File: src/rtl/spi_xcvr.sv
// SPI master transceiver: one word per transfer, selectable CPOL/CPHA, optional CS hold between words.
// Define SPI_LOOPBACK_EN to add the lpbk input, which feeds the receive sampler from the mosi register.
module spi_xcvr #(
    parameter int DATA_W  = 8,
    parameter int CLK_DIV = 4,
    parameter int NUM_CS  = 2
) (
    input  logic              clk,
    input  logic              reset,
    input  logic              start,
    input  logic [2:0]        cs_sel,
    input  logic [1:0]        mode,
    input  logic              hold_cs,
    input  logic              release_cs,
    input  logic [DATA_W-1:0] tx_data,
    output logic [DATA_W-1:0] rx_data,
    output logic              busy,
    output logic              done,
    output logic              err,
    output logic              sclk,
    output logic              mosi,
    input  logic              miso,
    output logic [NUM_CS-1:0] cs_n
`ifdef SPI_LOOPBACK_EN
    ,
    input  logic              lpbk
`endif
);

    localparam int CNT_W = (CLK_DIV > 1) ? $clog2(CLK_DIV) : 1;
    localparam int EDG_W = $clog2(2 * DATA_W + 1);
    localparam logic [CNT_W-1:0] CNT_LAST = CNT_W'(CLK_DIV - 1);
    localparam logic [EDG_W-1:0] EDG_LAST = EDG_W'(2 * DATA_W - 1);
    localparam logic [3:0]       NUM_CS_L = 4'(NUM_CS);

    typedef enum logic [2:0] {IDLE, LEAD, XFER, HOLD, TRAIL} state_t;

    state_t              r_state;
    state_t              w_state_nxt;
    logic [CNT_W-1:0]    r_cnt;
    logic [EDG_W-1:0]    r_edges;
    logic [2:0]          r_cs;
    logic                r_cpha;
    logic                r_hold;
    logic [DATA_W-1:0]   r_tx;
    logic [DATA_W-1:0]   r_rx_sh;
    logic [DATA_W-1:0]   r_rx_data;
    logic                r_sclk;
    logic                r_mosi;
    logic [NUM_CS-1:0]   r_cs_n;
    logic                r_done;
    logic                r_err;

    logic                w_cs_ok;
    logic                w_half_end;
    logic                w_last_edge;
    logic                w_lead;
    logic                w_toggle;
    logic                w_sample;
    logic                w_shift;
    logic                w_mosi_nxt;
    logic                w_sin;
    logic [DATA_W-1:0]   w_rx_nxt;
    logic                w_accept;
    logic                w_relatch;
    logic                w_reject;

    assign w_cs_ok     = ({1'b0, cs_sel} < NUM_CS_L);
    assign w_half_end  = (r_cnt == CNT_LAST);
    assign w_last_edge = (r_edges == EDG_LAST);
    // Even-numbered toggles move sclk away from CPOL (leading), odd ones return it (trailing).
    assign w_lead      = ~r_edges[0];
    assign w_toggle    = (r_state == XFER) && w_half_end;
    assign w_sample    = w_toggle && (w_lead != r_cpha);
    assign w_shift     = w_toggle && (w_lead == r_cpha) && !(!r_cpha && w_last_edge);
    assign w_mosi_nxt  = r_cpha ? r_tx[DATA_W-1] : r_tx[DATA_W-2];
    assign w_rx_nxt    = {r_rx_sh[DATA_W-2:0], w_sin};

`ifdef SPI_LOOPBACK_EN
    assign w_sin = lpbk ? r_mosi : miso;
`else
    assign w_sin = miso;
`endif

    always_ff @(posedge clk) begin
        if (reset) begin
            r_state <= IDLE;
        end else begin
            r_state <= w_state_nxt;
        end
    end

    always_comb begin
        w_state_nxt = r_state;
        w_accept    = 1'b0;
        w_relatch   = 1'b0;
        w_reject    = 1'b0;
        case (r_state)
            IDLE: begin
                if (start) begin
                    if (w_cs_ok) begin
                        w_accept    = 1'b1;
                        w_state_nxt = LEAD;
                    end else begin
                        w_reject = 1'b1;
                    end
                end
            end
            LEAD:  if (w_half_end) w_state_nxt = XFER;
            XFER:  if (w_half_end && w_last_edge) w_state_nxt = r_hold ? HOLD : TRAIL;
            HOLD: begin
                if (release_cs) begin
                    w_state_nxt = TRAIL;
                end else if (start) begin
                    if (cs_sel == r_cs) begin
                        w_relatch   = 1'b1;
                        w_state_nxt = XFER;
                    end else begin
                        w_reject = 1'b1;
                    end
                end
            end
            TRAIL: if (w_half_end) w_state_nxt = IDLE;
            default: w_state_nxt = IDLE;
        endcase
    end

    always_ff @(posedge clk) begin
        if (reset) begin
            r_cnt     <= '0;
            r_edges   <= '0;
            r_cs      <= '0;
            r_cpha    <= 1'b0;
            r_hold    <= 1'b0;
            r_tx      <= '0;
            r_rx_sh   <= '0;
            r_rx_data <= '0;
            r_sclk    <= 1'b0;
            r_mosi    <= 1'b0;
            r_cs_n    <= '1;
            r_done    <= 1'b0;
            r_err     <= 1'b0;
        end else begin
            r_done <= 1'b0;
            r_err  <= w_reject;

            if (r_state inside {IDLE, HOLD} || w_half_end || w_state_nxt != r_state) begin
                r_cnt <= '0;
            end else begin
                r_cnt <= r_cnt + 1'b1;
            end

            if (w_accept) begin
                r_cs    <= cs_sel;
                r_cpha  <= mode[0];
                r_hold  <= hold_cs;
                r_tx    <= tx_data;
                r_mosi  <= tx_data[DATA_W-1];
                r_sclk  <= mode[1];
                r_cs_n  <= ~(NUM_CS'(1) << cs_sel);
                r_edges <= '0;
            end else if (w_relatch) begin
                r_cpha  <= mode[0];
                r_hold  <= hold_cs;
                r_tx    <= tx_data;
                r_mosi  <= tx_data[DATA_W-1];
                r_edges <= '0;
            end else if (w_toggle) begin
                r_sclk  <= ~r_sclk;
                r_edges <= r_edges + 1'b1;
                if (w_shift) begin
                    r_mosi <= w_mosi_nxt;
                    r_tx   <= r_tx << 1;
                end
            end

            if (w_sample) r_rx_sh <= w_rx_nxt;

            // With CPHA=1 the final sample lands on the same edge that ends XFER.
            if (r_state == XFER && w_state_nxt != XFER) begin
                r_rx_data <= w_sample ? w_rx_nxt : r_rx_sh;
                r_done    <= 1'b1;
            end

            if (r_state == TRAIL && w_state_nxt == IDLE) r_cs_n <= '1;
        end
    end

    assign rx_data = r_rx_data;
    assign busy    = (r_state != IDLE);
    assign done    = r_done;
    assign err     = r_err;
    assign sclk    = r_sclk;
    assign mosi    = r_mosi;
    assign cs_n    = r_cs_n;

endmodule
File: config.mk
export PLATFORM = sky130hd
export DESIGN_NAME = spi_xcvr
export DESIGN_NICKNAME = d
export VERILOG_FILES = /design/src/rtl/spi_xcvr.sv
export SDC_FILE = /design/constraint.sdc
export NUM_CORES = 1
export LEC_CHECK = 0
export BUFFER_PORTS_ARGS = -buffer_cell sky130_fd_sc_hd__buf_2
export CAP_MARGIN = 20
export CORE_MARGIN = 2
export CORE_UTILIZATION = 45
export DETAILED_ROUTE_END_ITERATION = 10
export GPL_TIMING_DRIVEN = 0
export HOLD_SLACK_MARGIN = 0.1
export PLACE_DENSITY = 0.73
export SLEW_MARGIN = 30
export SYNTH_ARGS = -nofsm -noshare
export SYNTH_HDL_FRONTEND = slang
export SYNTH_SLANG_ARGS = --single-unit
export TNS_END_PERCENT = 5
File: constraint.sdc
create_clock -name clk -period 5.24 [get_ports clk]
set_input_delay 1.048 -clock clk [delete_from_list [all_inputs] [get_ports clk]]
set_output_delay 1.048 -clock clk [all_outputs]
set_load 0.05 [all_outputs]
Yosys cells after proc, flatten, opt, wreduce, memory -nomap -nowiden
Cells that the tools add are included.

Register bits: 45. Input bits: 19. Output and inout bits: 15. Logic and storage cells: 99.

Add/sub/neg operators: 2. Order comparisons: 1. Eq/ne operators: 12. Shift operators: 1. Multiplexer cells: 41. Bitwise logic cells: 3. Reductions and logical operators: 25.

Operator list (count): 8-bit two-way mux (5); 3-bit two-way mux (9); 1-bit two-way mux (25); 3-bit case mux with 5 select lines (1); 3-bit nonzero test (3); 1-bit logical AND (8); 3-bit by 2-bit equality test with 1-bit output (second input constant) (2); 3-bit zero test (2); 2-bit nonzero test (3); 5-bit by 1-bit adder with 5-bit output (second input constant) (1); 5-bit by 4-bit equality test with 1-bit output (second input constant) (1); 2-bit AND reduction (2); 2-bit OR reduction (2); 3-bit by 1-bit equality test with 1-bit output (second input constant) (1); 3-bit equality test (1); 3-bit equality test (second input constant) (1); 3-bit by 2-bit less-than comparator with 1-bit output (second input constant) (1); 3-bit by 2-bit != test with 1-bit output (second input constant) (1); 3-bit != test (1); 3-bit OR reduction (1); 1-bit by 3-bit << shifter with 2-bit output (first input constant) (1); 2-bit by 1-bit adder with 2-bit output (second input constant) (1); 2-bit equality test (second input constant) (1); 1-bit zero test (2); 7 further kinds (9).

Depth between registers and ports, before layout
Gate-level depths: netlist (run 1).

Word-level depth: 8. Depth in mapped cells: 8. Mapped depth without buffers: 7.

Worst setup path after synthesis (run 1)
OpenSTA, ideal clock, no wires.

Path kind: input -> register. From: input cs_sel[2]. To: register r_tx[4]. Setup time: 0.123 ns. Data arrival time: 2.171 ns. Required time: 5.117 ns. Path slack: 2.946 ns. Stages on the path: 5. Buffers on the path: 1. Cells stage by stage: nor4b_2 > nand2_2 > o21ai_4 > buf_6 > mux2_1.

Longest elaborated chain between the ends: 7. Elaborated cells on any way between the ends: 14. Those cells by class: order compare: 1; eq/ne: 1; mux: 9; reduce/logical: 3.

Ends and longest elaborated chain: from (decl) (line 11) `input logic [2:0] cs_sel,`; parallel branches: the longest is 7 deep, another holds 3-bit by 2-bit less-than comparator with 1-bit output; to (signal assigned) (line 157) `r_tx <= tx_data;`; to (signal assigned) (line 165) `r_tx <= tx_data;`; to (signal assigned) (line 173) `r_tx <= r_tx << 1;`; to (decl) (line 45) `logic [DATA_W-1:0] r_tx;`.

Parallel ways; which one is timed is not known. A chain may end at the register's enable or synchronous reset.

Worst setup path after layout (run 1)
From: register r_state[1]. To: output busy.

Longest elaborated chain between the ends: 1.

Ends and longest elaborated chain: from (decl) (line 38) `state_t r_state;`; from (signal assigned) (line 89) `r_state <= w_state_nxt;`; 3-bit nonzero test (line 190) `assign busy = (r_state != IDLE);`; to (decl) (line 17) `output logic busy,`.

No other way between the ends.

==> impl_metrics.tcl, run 1 <==
set metrics [dict create \
    hp-class "flop to flop" \
    numCtsBuffers 5 \
    ir_drop_mv 0.1497 \
    synth.area.top_cells "dfxtp_1 42%, mux2i_1 7.0%, nor2_1 4.7%, a211oi_1 3.1%, nand2_1 3.1%" \
    hold_buffers 0 \
    netlist_instances 234 \
    synth.area.mux_share 0.09610 \
    drv_cap 0 \
    synth_top_area_cell "dfxtp_1" \
    cts_setup_buffers 0 \
    die_x_um 73.10 \
    clkTransAtPathRegs_ns 0.08 \
    r2r_cells 8 \
    synthToLayoutAreaGrowth_pct 14.91 \
    fp.dieH_um 73.10 \
    layout-drive-gt1-share 0.2182 \
    synth_nets 256 \
    vias 1827 \
    cp_max_fo 10 \
    fmax_ghz 0.4046 \
    min_period_ns 2.472 \
    slew_viol_final 0 \
    wire_per_inst_um 13.61 \
    insertedDiodeCount 0 \
    synth_compound_area_frac 0.1642 \
    drc 0 \
    overflow 0 \
    post_cts_resize_count 0 \
    r2r_slack_ns 2.99 \
    clock_latency_ns 0.29 \
    status "finished clean" \
    synth_flop_cell "dfxtp_1" \
    worstSetupEndpointType "primary output" \
    crit_type "flop to primary output" \
    synth_top_family_by_area "simple AND/OR/NAND/NOR gates" \
    async_reset_ff_frac 0 \
    start_kind "flop" \
    vias_per_cell 5.553 \
    drt_iter0_drc 86 \
    synth_top_area_frac 0.4193 \
    synth.most_common_cell "dfxtp_1" \
    clock_skew_ns 0.004054 \
    finalSetupViolCount 0 \
    ioPinCount 34 \
    rsz0062_at_grt "false" \
    start_util 0.4609 \
    cts_tree "yes" \
    fin_tns_setup_ns 0 \
    yosysSeqAreaShare 0.4193 \
    grtUsageTotal 0.1815 \
    holdCritStartpoint "r_cnt[0]" \
    synth-warning-count 0 \
    min_period_over_period 0.4717 \
    cp.required_ns 4.19 \
    grt_max_degree 15 \
    htreeDepth 2 \
    synth_area_mm2 0.002148 \
    cts_root_buf "clkbuf_8" \
    hold_violations 0 \
    holdPathEnd "r_cnt[0]" \
    yosys-top-cells-count "45 x dfxtp_1, 27 x nor2_1, 18 x nand2_1" \
    timing.rr.end "r_tx[7]" \
    relSlewSlack 0.6465 \
    power.density_mw_per_mm2 256.3 \
    synthXorXnorAreaFrac 0.02854 \
    drt_wl_total_um 4478 \
    final_antenna_net_count 0 \
    tightest_slew_ns 0.5280 \
    row_count 25 \
    hold_ws_ns 0.4384 \
    synth.distinct_cells 49 \
    p_total_mw 0.6328 \
    synth-simple-area-share 0.2231 \
    place.gp.congestion 0.7916 \
    portBuffers 33 \
    num-fill-cells 447 \
    synth_fa_ha_area_frac 0.01747 \
    core_area_mm2 0.004661 \
    clock_path_buffers 2 \
    syn_area_per_cell_um2 9.181 \
    grt_pass1_wl_um 7562 \
    antenna_found_initial 0 \
    crit_arrival_ns 1.42 \
    ys_ff_latch 45 \
    grt_pass1_vias 1689 \
    min_path_cells 1 \
    synth_enable_flop_cells 0 \
    p_leak_nw 1.051 \
    dpl.hpwl_um 3288 \
    clkSinkCount 45 \
    die-area_mm2 0.005343 \
    r2r-start "r_edges[0]" \
    final_nets 296 \
    drt_pass1_iterations 4 \
]
-- layout make-up --
cell class                      count  area [um^2]  share of cell area
Multi-Input combinational cell    167         1137              0.4607
Sequential cell                    45        900.9              0.3649
Timing Repair Buffer               33        165.2             0.06690
Tap cell                           54        67.56             0.02737
Clock inverter                      2        15.01            0.006082
Buffer                             18        95.09             0.03852
Clock buffer                        6        72.57             0.02940
Inverter                            4        15.01            0.006082
-- per-layer routing --
| layer | wire (um) | share of wire | GRT usage | vias to the layer above |
|---|---|---|---|---|
| met3 | 182 | 0.041 | 0.04282 | 2 |
| met1 | 2117 | 0.47 | 0.2335 | 867 |
| li1 | - | - | - | 920 |
| met2 | 2144 | 0.48 | 0.2973 | 38 |
| met4 | 34 | 0.0076 | 0.06173 | 0 |
| met5 | 0 | 0 | 0 | - |
-- where the power goes --
group          switching, mW  leakage, nW  internal [mW]
clock                  0.116       0.0374         0.0940
sequential           0.00744        0.365          0.352
combinational         0.0372        0.649         0.0261
-- cell usage in the layout, fill, tap and decap left out, drive strengths merged, types with 3 or more instances in the layout --
master	n
nand3	10
xnor2	5
mux2	5
and3	4
buf	42
or3	3
nor2b	7
nor3	5
a211oi	9
a31oi	9
nand2	19
a21oi	6
nor2	27
mux2i	15
o21ai	4
clkbuf	15
nand4	3
o211ai	9
ha	3
dfxtp	45
inv	4
-- critical path, stage by stage, from the launching register on --
cell	delay, ns
dfxtp_1	0.37
buf_2	0.20
or3_1	0.33
buf_2	0.22
-- worst max-delay path by stage --
stage / start / to / slack [ns] / cells past startpoint
after global routing: r_state[1] / busy / 2.69 / 3
after global placement: cs_sel[2] / r_tx[5] / 2.58 / 6
final: r_state[1] / busy / 2.77 / 3
after floorplan: cs_sel[2] / r_tx[4] / 2.95 / 5
after CTS: r_state[1] / busy / 2.75 / 3
after detailed placement: cs_sel[2] / r_tx[7] / 2.59 / 6
-- state kept, by name, indices dropped and copies added, names as in the netlist --
signal   cells
r_tx         8
sclk         1
r_cnt        2
rx_data      8
r_edges      5
r_hold       1
cs_n         2
err          1
r_cpha       1
r_state      3
mosi         1
done         1
r_rx_sh      8
r_cs         3
-- metrics by stage --
stage               cells  utilization  setup slack, ns  area, um^2
CTS                   329       0.5297            2.750        2469
global route          329       0.5297            2.689        2469
detailed placement    321       0.5109            2.589        2381
floorplan             234            -            2.946        2148
global placement      321       0.5109            2.584        2381
finish                329       0.5297            2.768        2469
-- cells by family (layout without fill, tap and decap cells) --
kind of cell             after synthesis  in the layout
XOR/XNOR                               7              7
adder cells (fa/ha/maj)                3              3
AO/OA/AOI/OAI                         48             48
AND/OR/NAND/NOR                       89             89
buffers and inverters                 22             63
multiplexers                          20             20
flip-flops                            45             45
Note: power is estimated with default switching activity, not from simulation.
==> run 2: changes to the inputs <==
Settings changed: ABC_AREA set to 1, PLACE_DENSITY 0.73 to 0.75.
Clock period 5.24 ns to 2.2 ns, I/O delays scaled along.
==> impl_metrics.tcl, run 2 <==
set metrics [dict create \
    final_nets 360 \
    slew_viol_final 0 \
    synth_area_mm2 0.002241 \
    dpl.hpwl_um 3369 \
    final_common_cell "nand2_1" \
    min_period_ns 2.010 \
    cp_max_fo 10 \
    synth.most_common_cell "nand2_1" \
    crit_arrival_ns 2.22 \
    clock_path_buffers 2 \
    clock_skew_ns 0.009454 \
    cts_root_buf "clkbuf_8" \
    hold_buffers 0 \
    post_cts_resize_count 0 \
    ir_drop_mv 0.5395 \
    start_kind "flop" \
    synth.distinct_cells 38 \
    antenna_found_initial 0 \
    synth_nets 321 \
    cp_cell_sequence "ha_1 -> and3_1 -> ha_1 -> nand2_1 -> nand2_1 -> a21oi_1 -> nor2_4 -> nand3_4 -> buf_8 -> nand3_2 -> nand2_1 -> nor2_2" \
    ys_ff_latch 45 \
    die-area_mm2 0.005560 \
    hold_violations 0 \
    cp.required_ns 2.41 \
    drc 0 \
    clock_latency_ns 0.31 \
    ioPinCount 34 \
    grt_pass1_wl_um 7928 \
    grt_pass1_vias 1822 \
    relSlewSlack 0.6432 \
    vias 1934 \
    synth_flop_cell "dfxtp_1" \
    synth_top_area_cell "dfxtp_1" \
    finalSetupViolCount 0 \
    worstSetupEndpointType "flop" \
    syn_area_per_cell_um2 7.495 \
    place.gp.congestion 0.8482 \
    yosysSeqAreaShare 0.4020 \
    place_ws_ns 0.2071 \
    tightest_slew_ns 0.5352 \
    netlist_instances 299 \
    timing.rr.end "rx_data[6]" \
    r2r-start "r_edges[0]" \
    rsz0062_at_grt "false" \
    overflow 0 \
    async_reset_ff_frac 0 \
    layout-drive-gt1-share 0.2478 \
    numCtsBuffers 5 \
    row_count 25 \
    vias_per_cell 4.764 \
    die_x_um 74.57 \
    drt_pass1_iterations 4 \
    yosys-top-cells-count "66 x nand2_1, 45 x dfxtp_1, 38 x nor2_1" \
    drv_cap 0 \
    path_common_cell "nand2_1" \
    hp-class "input pin to flop" \
    fp.dieH_um 74.57 \
    holdCritStartpoint "hold_cs" \
    power.density_mw_per_mm2 657.3 \
    grt_max_degree 15 \
    crit_slowest_cell "dfxtp_1" \
    p_leak_nw 1.158 \
    drt_wl_total_um 4601 \
    drt_iter0_drc 109 \
    synth_enable_flop_cells 0 \
    synth.area.top_cells "dfxtp_1 40%, nand2_1 11%, nor2_1 6.4%, nand3_1 5.6%, inv_1 5.0%" \
    holdPathEnd "r_hold" \
    worst_slack_ns 0.1896 \
    synthToLayoutAreaGrowth_pct 16.86 \
    synth-warning-count 0 \
    core_area_mm2 0.004755 \
    final_antenna_net_count 0 \
    htreeDepth 2 \
    fin_tns_setup_ns 0 \
    seq_area_um2 900.9 \
    r2r_slack_ns 0.19 \
    clkSinkCount 45 \
    synth_top_area_frac 0.4020 \
    cts_setup_buffers 0 \
    layout_common_cells "66 x nand2_1, 45 x dfxtp_1, 38 x nor2_1" \
    cts_tree "yes" \
    multi_input_area_mm2 0.001127 \
    hold_ws_ns 0.3615 \
    status "finished clean" \
    clkTransAtPathRegs_ns 0.09 \
    insertedDiodeCount 0 \
    slowest_delay_ns 0.36 \
    min_period_over_period 0.9138 \
    fmax_ghz 0.4974 \
    portBuffers 32 \
    crit_type "flop to flop" \
    r2r_cells 12 \
    num-fill-cells 469 \
    start_util 0.4713 \
    grtUsageTotal 0.1878 \
    min_path_cells 3 \
    wire_per_inst_um 11.33 \
]
## run 2: metal layers
| metal | up-vias | track usage | share of wire |
|---|---|---|---|
| met5 | - | 0 | 0 |
| met4 | 0 | 0.06548 | 0.015 |
| met3 | 6 | 0.05285 | 0.037 |
| met2 | 28 | 0.3038 | 0.47 |
| met1 | 863 | 0.2410 | 0.48 |
| li1 | 1037 | - | - |
## run 2: final cells by class
| cell class | count | area share |
|---|---|---|
| buffer | 10 | 0.02962 |
| tap | 67 | 0.03201 |
| inverter | 36 | 0.05160 |
| sequential | 45 | 0.3440 |
| multi-input combinational | 208 | 0.4305 |
| clock buffer | 5 | 0.02628 |
| clock inverter | 3 | 0.02484 |
| timing repair buffer | 32 | 0.06116 |
## run 2: critical path, delay by kind of cell (launching register included)
kind | cells | cell delay [ns]
and+or+nand+nor | 8 | 0.72
adders and majority gates | 2 | 0.44
DFF | 1 | 0.36
AOI/OAI and AO/OA | 1 | 0.24
buffers and inverters | 1 | 0.16
## run 2: logic make-up (layout without fill, tap and decap cells)
kind of cell,Yosys count,count (layout),synth area share
AOI/OAI and AO/OA,40,40,0.1078
xor gates and xnor gates,2,2,0.01117
adders and majority gates,3,3,0.01675
buffers and inverters,46,86,0.09492
DFF,45,45,0.4020
and+or+nand+nor,163,163,0.3674
## run 2: worst max path at each step
stage                from          to  depth (start not counted)
2_1_floorplan  r_edges[0]  rx_data[6]                         12
3_3_place_gp   r_edges[0]  rx_data[6]                         12
3_5_place_dp   r_edges[0]  rx_data[6]                         12
4_1_cts        r_edges[0]  rx_data[6]                         12
5_1_grt        r_edges[0]     r_tx[3]                          9
6_report       r_edges[0]  rx_data[6]                         12
## run 2: power breakdown
part           switching, mW  total, mW  internal (mW)
logic                 0.0938      0.142         0.0481
registers             0.0107      0.841          0.830
clock network          0.288      0.739          0.451
## run 2: per-stage QoR
step | power, mW | utilization | area [um^2] | instances
4_1_cts | 1.737 | 0.5508 | 2619 | 406
3_5_place_dp | 1.002 | 0.5226 | 2485 | 398
2_1_floorplan | 0.9574 | - | 2241 | 299
5_1_grt | 1.779 | 0.5508 | 2619 | 406
3_3_place_gp | 0.9977 | 0.5226 | 2485 | 398
6_report | 1.721 | 0.5508 | 2619 | 406
==> run 3: changes to the inputs <==
Settings changed: PLACE_DENSITY 0.75 to 0.72.
Clock period 2.2 ns to 2.6 ns, I/O delays scaled along.
==> impl_metrics.tcl, run 3 (synthesis gave the netlist of run 2 again) <==
set metrics [dict create \
    worstSetupEndpointType "flop" \
    vias 1977 \
    die_x_um 74.57 \
    status "finished clean" \
    insertedDiodeCount 0 \
    min_path_cells 1 \
    numCtsBuffers 5 \
    overflow 0 \
    htreeDepth 2 \
    path_common_cell "nand2_1" \
    die-area_mm2 0.005560 \
    tightest_slew_ns 0.4949 \
    final_antenna_net_count 0 \
    r2r_slack_ns 0.61 \
    postLayoutCoreUtil 0.5468 \
    wire_per_inst_um 10.92 \
    hold_violations 0 \
    final_nets 360 \
    drv_cap 0 \
    antenna_found_initial 0 \
    drc 0 \
    relSlewSlack 0.6701 \
    dpl.hpwl_um 3313 \
    p_leak_nw 1.145 \
    finalInstanceArea_mm2 0.002600 \
    grtUsageTotal 0.1826 \
    clock_skew_ns 0.009462 \
    fmax_ghz 0.5032 \
    placed_area_mm2 0.002485 \
    post_cts_resize_count 0 \
    grt_max_degree 16 \
    layout_common_cells "66 x nand2_1, 45 x dfxtp_1, 38 x nor2_1" \
    start_util 0.4713 \
    cp_max_fo 10 \
    drt_iter0_drc 122 \
    cp.required_ns 2.81 \
    num-fill-cells 476 \
    row_count 25 \
    core_area_mm2 0.004755 \
    min_period_over_period 0.7644 \
    ioPinCount 34 \
    hold_buffers 0 \
    cts_root_buf "clkbuf_8" \
    drt_wl_total_um 4435 \
    start_kind "flop" \
    vias_per_cell 4.869 \
    slew_viol_final 0 \
    drt_pass1_iterations 4 \
    hold_ws_ns 0.4366 \
    place.gp.congestion 0.8615 \
    portBuffers 32 \
    cts_setup_buffers 0 \
    cts_tree "yes" \
    holdCritStartpoint "r_cnt[0]" \
    hp-class "flop to flop" \
    grt_pass1_wl_um 7810 \
    finalSetupViolCount 0 \
    fp.dieH_um 74.57 \
    power.density_mw_per_mm2 524.8 \
    p_total_mw 1.364 \
    slowest_delay_ns 0.36 \
    min_period_ns 1.987 \
    ir_drop_mv 0.3311 \
    crit_type "flop to flop" \
    synthToLayoutAreaGrowth_pct 16.02 \
    grt_pass1_vias 1809 \
    r2r_cells 12 \
    fin_tns_setup_ns 0 \
    r2r-start "r_edges[0]" \
    path_depth 12 \
    cp_num_buf_inv 1 \
    rsz0062_at_grt "false" \
    timing.rr.end "rx_data[6]" \
    cp_top_family "simple AND/OR/NAND/NOR gates" \
    crit_slowest_cell "dfxtp_1" \
    holdPathEnd "r_cnt[0]" \
    cp_cell_sequence "ha_1 -> and3_1 -> ha_1 -> nand2_1 -> nand2_1 -> a21oi_1 -> nor2_4 -> nand3_4 -> buf_8 -> nand3_2 -> nand2_1 -> nor2_2" \
    final_common_cell "nand2_1" \
    layout-drive-gt1-share 0.2478 \
    crit_arrival_ns 2.20 \
    clkTransAtPathRegs_ns 0.09 \
    clock_path_buffers 2 \
    clock_latency_ns 0.30 \
    clkSinkCount 45 \
]
-- run 3: cell count changes in the layout (fill, tap and decap cells not counted) --
cell	delta
bufinv_16	-1
clkinv_2	-1
clkinv_4	+1
clkinvlp_4	+1
-- run 3: how the worst max path moves through the flow --
stage,slack (ns),to,start
2_1_floorplan,0.77,rx_data[6],r_edges[0]
3_3_place_gp,0.64,rx_data[6],r_edges[0]
3_5_place_dp,0.62,rx_data[6],r_edges[0]
4_1_cts,0.61,rx_data[6],r_edges[0]
5_1_grt,0.41,r_tx[2],r_edges[0]
6_report,0.61,rx_data[6],r_edges[0]
-- run 3: metal layers --
layer,global-route usage,up-vias,part of all wire
li1,-,1029,-
met2,0.3196,37,0.48
met1,0.2269,905,0.47
met3,0.03659,6,0.036
met5,0,-,0
met4,0.05357,0,0.0086
-- run 3: area by class of cell --
cell class	count	area, um^2	share of cell area
Buffer	10	77.57	0.02984
Clock buffer	5	68.82	0.02647
Clock inverter	3	46.29	0.01781
Inverter	36	135.1	0.05197
Multi-Input combinational cell	208	1127	0.4336
Sequential cell	45	900.9	0.3465
Tap cell	67	83.83	0.03224
Timing Repair Buffer	32	160.2	0.06160
-- run 3: where the power goes --
group | switching [mW] | internal, mW
Combinational | 0.0782 | 0.0407
Clock | 0.247 | 0.288
Sequential | 0.00881 | 0.702
-- run 3: metrics by stage --
stage / std cells / setup WS, ns
floorplan: 299 / 0.7660
global placement: 398 / 0.6362
detailed placement: 398 / 0.6184
CTS: 406 / 0.6085
global route: 406 / 0.4111
finish: 406 / 0.6126
